--- src/rtl/keypad_digit_entry.sv ---
// Debounced 16-bit one-hot keypad to BCD entry buffer; ENTER hands the number out on a valid/ready port.
// Action lands DEBOUNCE_CYC+1 edges after the code reaches the sample reg; a stalled output blocks ENTER. Optional KEY_REPEAT_EN.
module keypad_digit_entry #(
  parameter int DIGITS       = 4,
  parameter int DEBOUNCE_CYC = 16,
  parameter int TRIES_W      = 8,
  parameter int MAX_TRIES    = 255,
  parameter int REPEAT_DLY   = 1000,
  parameter int REPEAT_PER   = 200
) (
  input  logic                          clk,
  input  logic                          rst_n,
  input  logic [15:0]                   onehot,
  output logic [4*DIGITS-1:0]           entry_bcd,
  output logic [$clog2(DIGITS+1)-1:0]   digit_cnt,
  output logic                          out_valid,
  input  logic                          out_ready,
  output logic [4*DIGITS-1:0]           out_value,
  output logic [TRIES_W-1:0]            tries_out,
  output logic                          locked,
  output logic                          err_multi
);

  localparam int ENTRY_W = 4 * DIGITS;
  localparam int CNTW    = $clog2(DIGITS + 1);
  localparam int CW      = $clog2(DEBOUNCE_CYC + 1);

  typedef enum logic [1:0] {K_NONE, K_DIGIT, K_ENTER, K_CLEAR} kind_t;
  typedef struct packed {
    kind_t      kind;
    logic [3:0] digit;
  } key_t;

  typedef enum logic [1:0] {S_IDLE, S_DEBOUNCE, S_HELD} state_t;

  function automatic key_t decode(input logic [15:0] c);
    key_t k;
    k.kind  = K_NONE;
    k.digit = 4'd0;
    case (c)
      16'h0008: begin k.kind = K_DIGIT; k.digit = 4'd0; end
      16'h0080: begin k.kind = K_DIGIT; k.digit = 4'd1; end
      16'h0040: begin k.kind = K_DIGIT; k.digit = 4'd2; end
      16'h0020: begin k.kind = K_DIGIT; k.digit = 4'd3; end
      16'h0800: begin k.kind = K_DIGIT; k.digit = 4'd4; end
      16'h0400: begin k.kind = K_DIGIT; k.digit = 4'd5; end
      16'h0200: begin k.kind = K_DIGIT; k.digit = 4'd6; end
      16'h8000: begin k.kind = K_DIGIT; k.digit = 4'd7; end
      16'h4000: begin k.kind = K_DIGIT; k.digit = 4'd8; end
      16'h2000: begin k.kind = K_DIGIT; k.digit = 4'd9; end
      16'h0001: k.kind = K_ENTER;
      16'h0010: k.kind = K_CLEAR;
      default:  k.kind = K_NONE;
    endcase
    return k;
  endfunction

  logic [15:0]   samp;
  state_t        state;
  logic [CW-1:0] cnt;
  key_t          held;
  key_t          cur;
  logic          same;
  logic          multi;
  logic          db_fire;
  logic          fire;
  logic          enter_ok;

  always_ff @(posedge clk or negedge rst_n) begin
    if (!rst_n) samp <= '0;
    else        samp <= onehot;
  end

  always_comb begin
    cur     = decode(samp);
    same    = (cur.kind != K_NONE) && (cur == held);
    multi   = ($countones(samp) > 1);
    db_fire = (state == S_DEBOUNCE) && same && (cnt == CW'(DEBOUNCE_CYC));
  end

  // In HELD, cnt is reused as the release counter.
  always_ff @(posedge clk or negedge rst_n) begin
    if (!rst_n) begin
      state <= S_IDLE;
      cnt   <= '0;
      held  <= '0;
    end else begin
      case (state)
        S_IDLE: begin
          if (cur.kind != K_NONE) begin
            state <= S_DEBOUNCE;
            cnt   <= CW'(1);
            held  <= cur;
          end
        end
        S_DEBOUNCE: begin
          if (cur.kind == K_NONE) begin
            state <= S_IDLE;
            cnt   <= '0;
          end else if (!same) begin
            held <= cur;
            cnt  <= CW'(1);
          end else if (cnt == CW'(DEBOUNCE_CYC)) begin
            state <= S_HELD;
            cnt   <= '0;
          end else begin
            cnt <= cnt + CW'(1);
          end
        end
        S_HELD: begin
          if (same) begin
            cnt <= '0;
          end else if (cnt == CW'(DEBOUNCE_CYC - 1)) begin
            state <= S_IDLE;
            cnt   <= '0;
          end else begin
            cnt <= cnt + CW'(1);
          end
        end
        default: begin
          state <= S_IDLE;
          cnt   <= '0;
        end
      endcase
    end
  end

`ifdef KEY_REPEAT_EN
  localparam int RPT_MAX = (REPEAT_DLY > REPEAT_PER) ? REPEAT_DLY : REPEAT_PER;
  localparam int RW      = $clog2(RPT_MAX + 1);

  logic [RW-1:0] rpt_cnt;
  logic [RW-1:0] rpt_lim;
  logic          rpt_first;
  logic          rpt_fire;

  always_comb begin
    rpt_lim  = rpt_first ? RW'(REPEAT_DLY - 1) : RW'(REPEAT_PER - 1);
    rpt_fire = (state == S_HELD) && same && (held.kind == K_DIGIT) && (rpt_cnt == rpt_lim);
  end

  always_ff @(posedge clk or negedge rst_n) begin
    if (!rst_n) begin
      rpt_cnt   <= '0;
      rpt_first <= 1'b1;
    end else if (state != S_HELD || !same) begin
      rpt_cnt   <= '0;
      rpt_first <= 1'b1;
    end else if (rpt_fire) begin
      rpt_cnt   <= '0;
      rpt_first <= 1'b0;
    end else begin
      rpt_cnt <= rpt_cnt + RW'(1);
    end
  end

  assign fire = db_fire | rpt_fire;
`else
  logic unused_repeat_cfg;
  assign unused_repeat_cfg = ^{REPEAT_DLY[0], REPEAT_PER[0]};
  assign fire = db_fire;
`endif

  assign locked   = (tries_out == TRIES_W'(MAX_TRIES));
  assign enter_ok = !locked && (digit_cnt != '0) && (!out_valid || out_ready);

  always_ff @(posedge clk or negedge rst_n) begin
    if (!rst_n) begin
      entry_bcd <= '0;
      digit_cnt <= '0;
      out_valid <= 1'b0;
      out_value <= '0;
      tries_out <= '0;
      err_multi <= 1'b0;
    end else begin
      err_multi <= multi;
      if (out_valid && out_ready) out_valid <= 1'b0;
      if (fire) begin
        case (held.kind)
          K_DIGIT: begin
            if (!locked && digit_cnt != CNTW'(DIGITS)) begin
              entry_bcd <= (entry_bcd << 4) | ENTRY_W'(held.digit);
              digit_cnt <= digit_cnt + CNTW'(1);
            end
          end
          K_CLEAR: begin
            entry_bcd <= '0;
            digit_cnt <= '0;
          end
          K_ENTER: begin
            // An accepted ENTER in the transfer cycle keeps out_valid high.
            if (enter_ok) begin
              out_value <= entry_bcd;
              out_valid <= 1'b1;
              entry_bcd <= '0;
              digit_cnt <= '0;
              if (tries_out != TRIES_W'(MAX_TRIES)) tries_out <= tries_out + TRIES_W'(1);
            end
          end
          default: ;
        endcase
      end
    end
  end

endmodule

--- config.mk ---
export PLATFORM = sky130hd
export DESIGN_NAME = keypad_digit_entry
export DESIGN_NICKNAME = d
export VERILOG_FILES = /design/src/rtl/keypad_digit_entry.sv
export SDC_FILE = /design/constraint.sdc
export NUM_CORES = 1
export LEC_CHECK = 0
export ABC_AREA = 0
export CAP_MARGIN = 0
export CORE_MARGIN = 1.5
export CORE_UTILIZATION = 30
export CTS_CLUSTER_DIAMETER = 50
export CTS_CLUSTER_SIZE = 14
export DETAILED_ROUTE_END_ITERATION = 10
export PLACE_DENSITY = 0.46
export SLEW_MARGIN = 20
export SYNTH_ARGS = -nofsm -noshare
export SYNTH_HDL_FRONTEND = slang
export SYNTH_SLANG_ARGS = --single-unit
--- constraint.sdc ---
create_clock -name clk -period 4.2 [get_ports clk]
set_input_delay 0.63 -clock clk [delete_from_list [all_inputs] [get_ports clk]]
set_output_delay 0.63 -clock clk [all_outputs]
set_load 0.1 [all_outputs]
==> metrics.cfg, run 1 <==
[outcome]
status=finished clean

[floorplan]
coreArea_um2=13300
die_h_um=120
start_util_pct=30.8
rows=42
fp.dieW_um=120
ios=65
die-area_um2=14400

[power]
pwr-share-seq_pct=43.9
p_clk_share_pct=42.7
p_comb_share_pct=13.4
powerDensity_nw_per_um2=330
swShare_pct=26.5
ir_drop_mv=0.185
leakage_nw=2.28
internal-power_mw=1.25
switchingPower_mw=0.452

[worst_setup_path]
criticalPathCategory=flop to flop
end_kind=flop
critPathMaxFanout=9
ff2ff_setup_slack_ns=0.55
crit_path_start_kind=flop
reg2reg_to=err_multi
required_ns=4.42
reg2reg_depth=13
worstPathArrival_ns=3.87
r2r_start=samp[5]

[timing]
layout_setup_ws_ns=0.552
setup_viol=0
timing.final.crit_share_pct=86.9
tightest_slew_ns=0.997
clock_skew_ns=0.00718
slew_viol_final=0
final_hold_viol_count=0
period_needed_ns=3.65
max-slew-margin-rel_pct=33.3
rsz0062_at_grt=false
timing.fmax_mhz=274
fin_setup_tns_ns=0

[global_routing]
grt.total_usage_pct=13.3
grt_max_degree=75
grt_pass1_vias=2854
antenna_found_initial=0
overflow=0
grt_pass1_wl_um=15100

[detailed_routing]
drc=0
met3_length_um=416
dr.pass1.iters=4
wl_met2_um=3890
wire_per_inst_um=13.8
m1WireLength_um=4300
wirelength_um=8790
highest_layer=met4
drtIter0Drc=267
vias_per_cell=4.83
postRouteAntennaNets=0
vias=3088

[clock_network]
cts_inserted_buffers=9
cts.hold.buffers_added=0
htreeDepth=3
clock_sinks=74
path_clk_slew_ns=0.06
cts_resized=0
worstSkewPairLatency_ns=0.34
post_cts_buffers=0
clockRootBuffer=clkbuf_16
cts_tree=done
cts.path.max_buffers=2

[yosys]
async_flop_share_pct=100
ys_ff_latch=74
yosys.cell_types.count=53
synth_flop_cell=dfrtp_1
syn_avg_cell_area_um2=10.4
synth_cells=395
syn_nets=438
synth_edf_count=0
netlist_area_um2=4100
yosysSeqAreaShare_pct=45.2
yosysWarnings=0

[placed_design]
portBuffers=64
gp_congestion=0.871
dp_slack_ns=0.528
place_hpwl_um=6340

[layout]
layout.nets=501
final_cell_mix=dfrtp_1, clkdlybuf4s50_1, inv_1
drive_gt1_share_pct=11.2
mostFrequentLayoutCell=dfrtp_1
antennaDiodeCount=0
syn_to_final_growth_pct=26.5

[hold_path]
hp-class=primary input to asynchronous set/reset pin

[job]
drv_cap=0

-- synth_stat cells, drive strengths merged (7+ instances only) --
cell type   n  share of area [%]
inv        34                3.1
fa         10                4.9
a21oi       7               0.86
o21ai      28                3.4
nand2      33                3.0
nand2b     21                3.2
dfrtp      74                 45
ha         14                4.3
clkbuf      9               0.82
nor2       16                1.5
nand4      11                2.0
nor4        9                2.5
mux2       22                6.0
nor3       10                1.2
xor2       12                2.6
buf         7                1.3
nand3      15                1.8
-- worst max-delay path by stage --
stage,start,end,slack [ns],cells past startpoint
floorplan,tries_out[0],out_value[10],0.35,8
global placement,samp[5],err_multi,0.59,13
detailed placement,samp[5],err_multi,0.53,13
CTS,samp[5],err_multi,0.52,13
global route,samp[5],err_multi,0.32,13
finish,samp[5],err_multi,0.55,13
-- stage by stage --
step                hold slack, ns  util, %  power (mW)  instances  instance area, um^2
finish                       0.440     39.0        1.71        639                 5180
global route                 0.504     39.0        1.82        639                 5180
CTS                          0.491     39.0        1.75        639                 5180
detailed placement           0.484     36.8       0.995        623                 4900
global placement             0.487     36.8       0.991        623                 4900
floorplan                    0.334        -       0.920        395                 4100
-- cell families (layout without fill, tap and decap cells) --
| group | after synthesis | count (layout) | share of synthesized area, % |
|---|---|---|---|
| AO/OA/AOI/OAI | 66 | 66 | 10.4 |
| multiplexers | 23 | 23 | 6.29 |
| adder cells (fa/ha/maj) | 24 | 24 | 9.16 |
| buffers and inverters | 50 | 118 | 5.25 |
| AND/OR/NAND/NOR | 140 | 140 | 19.9 |
| XOR/XNOR | 18 | 18 | 3.85 |
| flip-flops | 74 | 74 | 45.2 |
-- critical path, stage by stage (launching register included) --
cell and delay, ns:
dfrtp_1 0.55, inv_1 0.11, fa_1 0.56, fa_1 0.44, fa_1 0.53, fa_1 0.41
inv_1 0.07, ha_1 0.16, inv_1 0.06, fa_1 0.35, inv_1 0.07, nand3_1 0.06
o21ai_0 0.07, nand3_1 0.08
-- area by class of cell --
cell class / count / area, um^2
Fill cell: 1327 / 8120
Clock inverter: 4 / 26.3
Sequential cell: 74 / 1850
Clock buffer: 12 / 256
Inverter: 34 / 128
Multi-Input combinational cell: 271 / 2030
Timing Repair Buffer: 68 / 668
Tap cell: 176 / 220
-- sequential cells by signal, summed over array words and instances, names as in the netlist --
register / cells
cnt: 5
digit_cnt: 3
entry_bcd: 16
err_multi: 1
held: 6
out_valid: 1
out_value: 16
samp: 16
state: 2
tries_out: 8
-- layer usage --
| metal | vias up | track usage [%] |
|---|---|---|
| li1 | 1506 | - |
| met1 | 1487 | 18.8 |
| met2 | 82 | 19.5 |
| met3 | 13 | 2.66 |
| met4 | 0 | 6.62 |
| met5 | - | 0 |
-- power by group through the flow --
stage	clock [mW]	sequential [mW]	combinational, mW
after CTS	0.759	0.750	0.237
after global placement	0	0.762	0.229
after floorplan	0	0.767	0.152
final	0.729	0.750	0.228
after detailed placement	0	0.762	0.233
after global routing	0.794	0.752	0.269
No activity file was read; power rests on OpenSTA's default activity.
==> inputs of run 2 (changes only) <==
--- a/config.mk
+++ b/config.mk
@@ -7,12 +7,15 @@
 export LEC_CHECK = 0
 export ABC_AREA = 0
 export CAP_MARGIN = 0
+export CELL_PAD_IN_SITES_DETAIL_PLACEMENT = 2
+export CELL_PAD_IN_SITES_GLOBAL_PLACEMENT = 2
 export CORE_MARGIN = 1.5
 export CORE_UTILIZATION = 30
 export CTS_CLUSTER_DIAMETER = 50
 export CTS_CLUSTER_SIZE = 14
 export DETAILED_ROUTE_END_ITERATION = 10
-export PLACE_DENSITY = 0.46
+export PLACE_DENSITY = 0.67
+export SKIP_CTS_REPAIR_TIMING = 1
 export SLEW_MARGIN = 20
 export SYNTH_ARGS = -nofsm -noshare
 export SYNTH_HDL_FRONTEND = slang
==> metrics.cfg, run 2 (synthesis gave the netlist of run 1 again) <==
[timing]
timing.final.crit_share_pct=88.1  ; was 86.9%
setup_viol=0  ; unchanged
clock_skew_ns=0.00595  ; was 0.00718 ns
max-slew-margin-rel_pct=32.7  ; was 33.3%
timing.fmax_mhz=270  ; was 274 MHz
final_hold_viol_count=0  ; unchanged
slew_viol_final=0  ; unchanged
period_needed_ns=3.70  ; was 3.65 ns
holdWs_ns=0.451  ; was 0.440 ns
tightest_slew_ns=1.01  ; was 0.997 ns
fin_setup_tns_ns=0  ; unchanged
rsz0062_at_grt=false  ; unchanged

[power]
swShare_pct=27.2  ; was 26.5%
p_comb_share_pct=13.9  ; was 13.4%
internal-power_mw=1.26  ; was 1.25 mW
pwr-share-seq_pct=43.3  ; was 43.9%
p_clk_share_pct=42.8  ; was 42.7%
leakage_nw=2.29  ; was 2.28 nW
ir_drop_mv=0.173  ; was 0.185 mV
switchingPower_mw=0.471  ; was 0.452 mW
powerDensity_nw_per_um2=333  ; was 330 nW/um^2

[layout]
final_cell_mix=dfrtp_1, clkdlybuf4s50_1, inv_1  ; unchanged
antennaDiodeCount=0  ; unchanged
mostFrequentLayoutCell=dfrtp_1  ; unchanged
largestRegisters=entry_bcd x16, out_value x16, samp x16  ; unchanged
syn_to_final_growth_pct=26.6  ; was 26.5%
drive_gt1_share_pct=11.4  ; was 11.2%
multi_input_area_um2=2030  ; unchanged
layout.nets=502  ; was 501
regArea_um2=1850  ; unchanged
fill_cells=1393  ; was 1327

[job]
drv_cap=0  ; unchanged

[global_routing]
antenna_found_initial=0  ; unchanged
overflow=0  ; unchanged
grt_max_degree=75  ; unchanged
grt.total_usage_pct=16.3  ; was 13.3%
grt_pass1_vias=3481  ; was 2854
grt_pass1_wl_um=18500  ; was 15100 um

[clock_network]
clockRootBuffer=clkbuf_16  ; unchanged
path_clk_slew_ns=0.06  ; about the same
cts.path.max_buffers=2  ; unchanged
clock_sinks=74  ; unchanged
cts_inserted_buffers=9  ; unchanged
htreeDepth=3  ; unchanged
worstSkewPairLatency_ns=0.34  ; about the same
cts_tree=done  ; unchanged

[detailed_routing]
vias_per_cell=4.97  ; was 4.83
wirelength_um=10700  ; was 8790 um
dr.pass1.iters=4  ; unchanged
vias=3183  ; was 3088
drc=0  ; unchanged
wire_per_inst_um=16.7  ; was 13.8 um
drtIter0Drc=192  ; was 267
postRouteAntennaNets=0  ; unchanged

[worst_setup_path]
critPathMaxFanout=9  ; unchanged
startpoint=samp[5]  ; unchanged
worstPathArrival_ns=3.92  ; was 3.87 ns
criticalPathCategory=flop to flop  ; unchanged
end_kind=flop  ; unchanged
required_ns=4.42  ; about the same
r2r_start=samp[5]  ; unchanged
crit_path_start_kind=flop  ; unchanged

[floorplan]
coreArea_um2=13300  ; unchanged
fp.dieW_um=120  ; unchanged
ios=65  ; unchanged
die_h_um=120  ; unchanged
start_util_pct=30.8  ; unchanged
die-area_um2=14400  ; unchanged
rows=42  ; unchanged

[hold_path]
hp-class=primary input to asynchronous set/reset pin  ; unchanged

[placed_design]
gp_congestion=0.796  ; was 0.871
place_hpwl_um=8000  ; was 6340 um
portBuffers=64  ; unchanged

[outcome]
status=finished clean  ; unchanged

## run 2: cell count changes in the layout (fill, tap and decap cells not counted), sizes merged
cell	previous run	this run
buf	5	6
## run 2: final cells by class
| class | count | area share (%) |
|---|---|---|
| Sequential cell | 74 | 35.7 |
| Clock inverter | 4 | 0.507 |
| Timing Repair Buffer | 69 | 13.0 |
| Multi-Input combinational cell | 271 | 39.1 |
| Clock buffer | 12 | 4.94 |
| Inverter | 34 | 2.46 |
| Tap cell | 176 | 4.25 |
## run 2: stage by stage
stage	power, mW	utilization [%]	area (um^2)	instances	setup slack (ns)
after CTS	1.77	39.0	5190	640	0.471
after global placement	0.994	36.9	4900	624	0.594
after detailed placement	1.01	36.9	4900	624	0.483
final	1.73	39.0	5190	640	0.502
after floorplan	0.920	-	4100	395	0.353
after global routing	1.83	39.0	5190	640	0.316
## run 2: critical path, stage by stage (launching register included)
cell	delay (ns)
dfrtp_1	0.56
inv_1	0.11
fa_1	0.56
fa_1	0.45
fa_1	0.55
fa_1	0.41
inv_1	0.07
ha_1	0.16
inv_1	0.06
fa_1	0.35
inv_1	0.07
nand3_1	0.07
o21ai_0	0.07
nand3_1	0.09
## run 2: layer usage
layer	GRT usage, %	share of wire (%)	up-vias
li1	-	-	1511
met1	21.2	46	1602
met2	27.0	49	57
met4	6.99	2.0	0
met3	2.57	2.7	13
met5	0	0	-
## run 2: path summary, 6_finish.rpt
path / endpoint / slack [ns] / cells past startpoint
max: err_multi / 0.50 / 13
min in group clk: tries_out[7] / 0.50 / 1
max in group asynchronous: cnt[2] / 3.14 / 1
min reg2reg: tries_out[7] / 0.50 / 1
min: out_value[8] / 0.45 / 1
max reg2reg: err_multi / 0.50 / 13
## run 2: power groups by stage
stage               Combinational (mW)  Sequential [mW]  Clock, mW
detailed placement               0.247            0.762          0
finish                           0.240            0.749      0.740
global placement                 0.234            0.761          0
floorplan                        0.152            0.767          0
CTS                              0.251            0.749      0.767
global route                     0.285            0.751      0.796
==> RTL edit 1 (flow settings as in run 2) <==
Set the parameter `DIGITS` to 2 (it was 4).
--- a/src/rtl/keypad_digit_entry.sv
+++ b/src/rtl/keypad_digit_entry.sv
@@ -1,7 +1,7 @@
 // Debounced 16-bit one-hot keypad to BCD entry buffer; ENTER hands the number out on a valid/ready port.
 // Action lands DEBOUNCE_CYC+1 edges after the code reaches the sample reg; a stalled output blocks ENTER. Optional KEY_REPEAT_EN.
 module keypad_digit_entry #(
-  parameter int DIGITS       = 4,
+  parameter int DIGITS       = 2,
   parameter int DEBOUNCE_CYC = 16,
   parameter int TRIES_W      = 8,
   parameter int MAX_TRIES    = 255,
Interface: changed (resized digit_cnt, entry_bcd and out_value); port bits go from 65 to 48. The function was not compared with the original's and may differ.
==> RTL edit 1 against run 2 <==
  * Critical path depth decreased by 1
  * Design area is 16% lower
  * Sequential cell count decreased by 17
  * Sequential power down 23%
  * Critical path type unchanged
  * Setup slack worse by 95 ps
  * Count of clock-buffer cells in the layout is 3 lower
  * Power fell by 9.2%
  * Synthesized cell count down 22%
  * Synthesized area down 17%
  * Wire length shrank 21%
==> RTL edit 1: results (changes against run 2) <==
Parameter                              Value

Yosys
  Cells after synthesis ... 310 (-22%)
  Number of warnings reported in the yosys synthesis log ... 0 (unchanged)
  Synthesized net count ... 353 (-19%)
  Cell variety after synth ... 59 (+11%)
  Most instantiated cells after synthesis ... 57 x dfrtp_1, 36 x inv_1, 18 x nand2_1
  Post-synthesis sequential area ratio ... 41.8% (-3.4 points)
  Cell types with the largest area share after synthesis ... dfrtp_1 42%, fa_1 5.9%, ha_1 5.1%

Placed design
  Setup Slack @ Placement ... 400 ps (-83.3 ps)
  Number of cells in the design after placement ... 494 (-21%)
  Number of port buffers ... 47 (-27%)
  Final RePlAce weighted congestion ... 0.804 (+0.90%)
  Detailed Place HPWL ... 6340 um (-21%)

Layout
  Fillers ... 1,167 (-16%)
  Layout net count ... 408 (-19%)
  Share of final-layout standard cells stronger than drive strength 1 ... 16.8% (+5.4 points)
  Flip-flop count of the largest register after layout ... 16

Worst setup path
  Cell at the slowest stage of the critical path ... fa_1
  Crit-path max FO ... 7 (-2)
  Arrival time worst endpoint ... 4000 ps (+80 ps)
  Worst Reg2Reg Path Length in Cells ... 12 (-1)
  Worst reg-to-reg setup slack ... 410 ps (-100 ps)
  CP max stage delay ... 590 ps (+30 ps)

Clocking
  Clock slew at reported path FFs ... 50 ps
  Clock insertion delay at the later pin of the skew report ... 320 ps (-20 ps)
  Number of clock buffers inserted by TritonCTS ... 9 (unchanged)

STA
  Slew HR ... 33.6% (+0.94 points)
  Worst Skew ... 6.00 ps (+0.0555 ps)
  Max-slew violation count ... 0 (unchanged)
  Post-route setup slack ... 406 ps (-95.3 ps)
  Final-layout worst hold slack ... 379 ps (-72.3 ps)

Routing
  Avg WL per Cell ... 16.6 um (-0.58%)
  Routed wire length ... 8440 um (-21%)
  Number of vias per cell after detailed routing ... 4.96 (-0.22%)
  DRT iter0 DRCs ... 95 (-51%)

Global route
  Global-route wire length before repair ... 14,200 um (-23%)
  Largest net degree at the start of global routing ... 32 (-57%)
  Number of global-route vias before repair ... 2,751 (-21%)
  Overall Global Routing Usage ... 15.6% (-0.71 points)
  Initial antenna violation count ... 0 (unchanged)

Min path
  Worst hold path type ... in2async

Power
  Leakage power of the design ... 1.93 nW (-16%)
  Switching share of power ... 25.3% (-1.9 points)
  Worst IR drop on VDD ... 0.000144 V (-17%)

Floorplanning
  Row count ... 38 (-9.5%)

Run status
  Outcome ... complete, no violations
-- RTL edit 1: final cells by class --
| class | instances | area (um2) | share of cell area [%] |
|---|---|---|---|
| flip-flops and latches | 57 | 1430 | 32.8 |
| multi-input cells | 211 | 1820 | 41.8 |
| clock inverters | 6 | 83.8 | 1.93 |
| repair buffers | 50 | 488 | 11.2 |
| clock buffers | 9 | 225 | 5.18 |
| inverters | 36 | 135 | 3.11 |
| well taps | 140 | 175 | 4.03 |
-- RTL edit 1: worst paths after layout --
path                                                from                       end
worst max-delay path                   samp[5]$_DFF_PN0_       err_multi$_DFF_PN0_
max in group asynchronous                          rst_n        samp[15]$_DFF_PN0_
worst min-delay path                               rst_n  tries_out[0]$_DFFE_PN0P_
worst max register to register         samp[5]$_DFF_PN0_       err_multi$_DFF_PN0_
worst min register to register  tries_out[5]$_DFFE_PN0P_  tries_out[5]$_DFFE_PN0P_
min in group clk                tries_out[5]$_DFFE_PN0P_  tries_out[5]$_DFFE_PN0P_
-- RTL edit 1: cell families after synthesis --
group | after synthesis | share of synthesized area (%)
simple gates | 108 | 20.9
flops | 57 | 41.8
compound gates | 35 | 7.26
buf+inv | 42 | 4.88
xor+xnor | 17 | 4.37
mux | 27 | 9.76
fa+ha+maj | 24 | 11.0
-- RTL edit 1: routing by layer --
| metal | GRT usage [%] | vias to the layer above | wire length [um] |
|---|---|---|---|
| met5 | 0 | - | 0 |
| met4 | 6.12 | 0 | 104 |
| met3 | 2.67 | 8 | 201 |
| met2 | 26.7 | 34 | 4270 |
| met1 | 19.6 | 1296 | 3860 |
| li1 | - | 1188 | - |
-- RTL edit 1: worst reg2reg max path: cells and delay by family (launching register included) --
family | cells | cell delay [ps]
adder cells (fa/ha/maj) | 6 | 2510
flip-flops | 1 | 500
buffers and inverters | 3 | 230
multiplexers | 1 | 190
AO/OA/AOI/OAI | 1 | 180
AND/OR/NAND/NOR | 1 | 70
-- RTL edit 1: power groups by stage --
stage / Sequential, mW / Clock (mW) / Combinational, mW
after global routing: 0.579 / 0.821 / 0.257
after detailed placement: 0.587 / 0 / 0.228
final: 0.577 / 0.772 / 0.222
after global placement: 0.586 / 0 / 0.215
after CTS: 0.577 / 0.794 / 0.232
after floorplan: 0.598 / 0 / 0.137
-- RTL edit 1: per-stage QoR --
stage	total power, mW	area (um2)
floorplan	0.735	3410
global placement	0.801	4040
detailed placement	0.814	4040
CTS	1.60	4350
global route	1.66	4350
finish	1.57	4350
==> RTL edit 2 (config.mk and constraints of run 2) <==
Made on the original files. Re-encode `state_t` (3 states) as one-hot, 3 bits wide.
--- a/src/rtl/keypad_digit_entry.sv
+++ b/src/rtl/keypad_digit_entry.sv
@@ -31,7 +31,7 @@
     logic [3:0] digit;
   } key_t;
 
-  typedef enum logic [1:0] {S_IDLE, S_DEBOUNCE, S_HELD} state_t;
+  typedef enum logic [2:0] {S_IDLE = 3'b001, S_DEBOUNCE = 3'b010, S_HELD = 3'b100} state_t;
 
   function automatic key_t decode(input logic [15:0] c);
     key_t k;
Check against the original RTL: no difference found for any inputs over 10 cycles, from zero or initial values and one cycle with rst_n low; not proved beyond that.
==> RTL edit 2 against run 2 <==
  * Design area increased by 2.6%
  * Setup slack got worse by 36 ps
  * Largest power group is now clock
  * Sequential cell count increased by 1
  * Via count decreased by 1.5%
  * Combinational power decreased by 7%
  * Wire length increased by 1.7%
  * Power increased by 4.8%
  * Synthesized area increased by 1.6%
==> RTL edit 2: results (changes against run 2) <==
Parameter                              Value

Global route
  Global-route wire length before repair ... 18,500 um (-0.11%)
  Largest net degree at the start of global routing ... 76 (+1.3%)
  Number of global-route vias before repair ... 3,482 (+0.029%)
  Met1 global-route usage ... 20.7% (-0.54 points)
  Met3 GRT Util ... 2.83% (+0.26 points)
  Overall Global Routing Usage ... 16.3% (-0.027 points)
  Met2 track utilization from global routing ... 27.7% (+0.76 points)

Routing
  Avg WL per Cell ... 17.3 um (+4.0%)
  Number of vias per cell after detailed routing ... 5.01 (+0.73%)
  WL met1 ... 4850 um (-1.2%)
  Sum of met2 wire segment lengths after detailed routing ... 5620 um (+6.7%)
  Amount of wire on met3 after detailed routing ... 234 um (-17%)

Yosys
  Mux contribution to synthesized area ... 8.80% (+2.5 points)
  Xor and xnor area share after synthesis ... 3.58% (-0.27 points)
  Cell types with the largest area share after synthesis ... dfrtp_1 44%, fa_1 4.8%, mux2_2 4.6%
  Most instantiated cells after synthesis ... 74 x dfrtp_1, 48 x inv_1, 19 x o21ai_0
  Cells after synthesis ... 382 (-3.3%)
  Synthesized net count ... 425 (-3.0%)

STA
  Slew HR ... 33.7% (+1.0 points)

Run status
  Outcome ... complete, no violations

Placed design
  Detailed Place HPWL ... 7990 um (-0.12%)
  Number of cells in the design after placement ... 610 (-2.2%)

Power
  Leakage power of the design ... 2.39 nW (+4.6%)

Layout
  Fillers ... 1,427 (+2.4%)
  Share of final-layout standard cells stronger than drive strength 1 ... 13.6% (+2.1 points)
  Layout net count ... 489 (-2.6%)

Worst setup path
  Worst reg-to-reg setup slack ... 470 ps (-40 ps)
  Arrival time worst endpoint ... 3950 ps (+30 ps)
==> RTL edit 2: cell count changes in the layout (fill, tap and decap cells not counted), sizes merged, moves of 4 or more <==
cell,run 2,this run
o41ai,1,13
inv,34,48
nand2,33,17
mux2,22,26
xnor2,6,13
nand3,15,8
and2,1,6
or3,2,7
xor2,12,4
nand2b,21,7
o21ai,28,20
==> RTL edit 2: where the power goes <==
group / internal (mW) / switching [mW] / total (mW)
clock network: 0.519 / 0.320 / 0.839
logic: 0.0948 / 0.130 / 0.224
registers: 0.733 / 0.0156 / 0.749
total: 1.35 / 0.465 / 1.81
==> RTL edit 2: layout make-up <==
cell class | count | area share [%]
tap | 176 | 4.14
multi-input combinational | 242 | 38.0
clock buffer | 9 | 4.23
inverter | 48 | 3.39
sequential | 75 | 35.3
clock inverter | 6 | 1.72
timing repair buffer | 70 | 13.2
==> RTL edit 2: stage by stage <==
step	setup WS (ps)	instance area, um2
floorplan	232	4160
global placement	464	4970
detailed placement	326	4970
CTS	297	5290
global route	96.5	5320
finish	466	5320
==> RTL edit 2: worst paths after layout <==
path / startpoint / endpoint / depth (start not counted)
min reg2reg: tries_out[7]$_DFFE_PN0P_ / tries_out[7]$_DFFE_PN0P_ / 1
min in group clk: tries_out[7]$_DFFE_PN0P_ / tries_out[7]$_DFFE_PN0P_ / 1
max in group asynchronous: rst_n / samp[2]$_DFF_PN0_ / 2
min: rst_n / tries_out[5]$_DFFE_PN0P_ / 1
max: samp[7]$_DFF_PN0_ / err_multi$_DFF_PN0_ / 13
max reg2reg: samp[7]$_DFF_PN0_ / err_multi$_DFF_PN0_ / 13
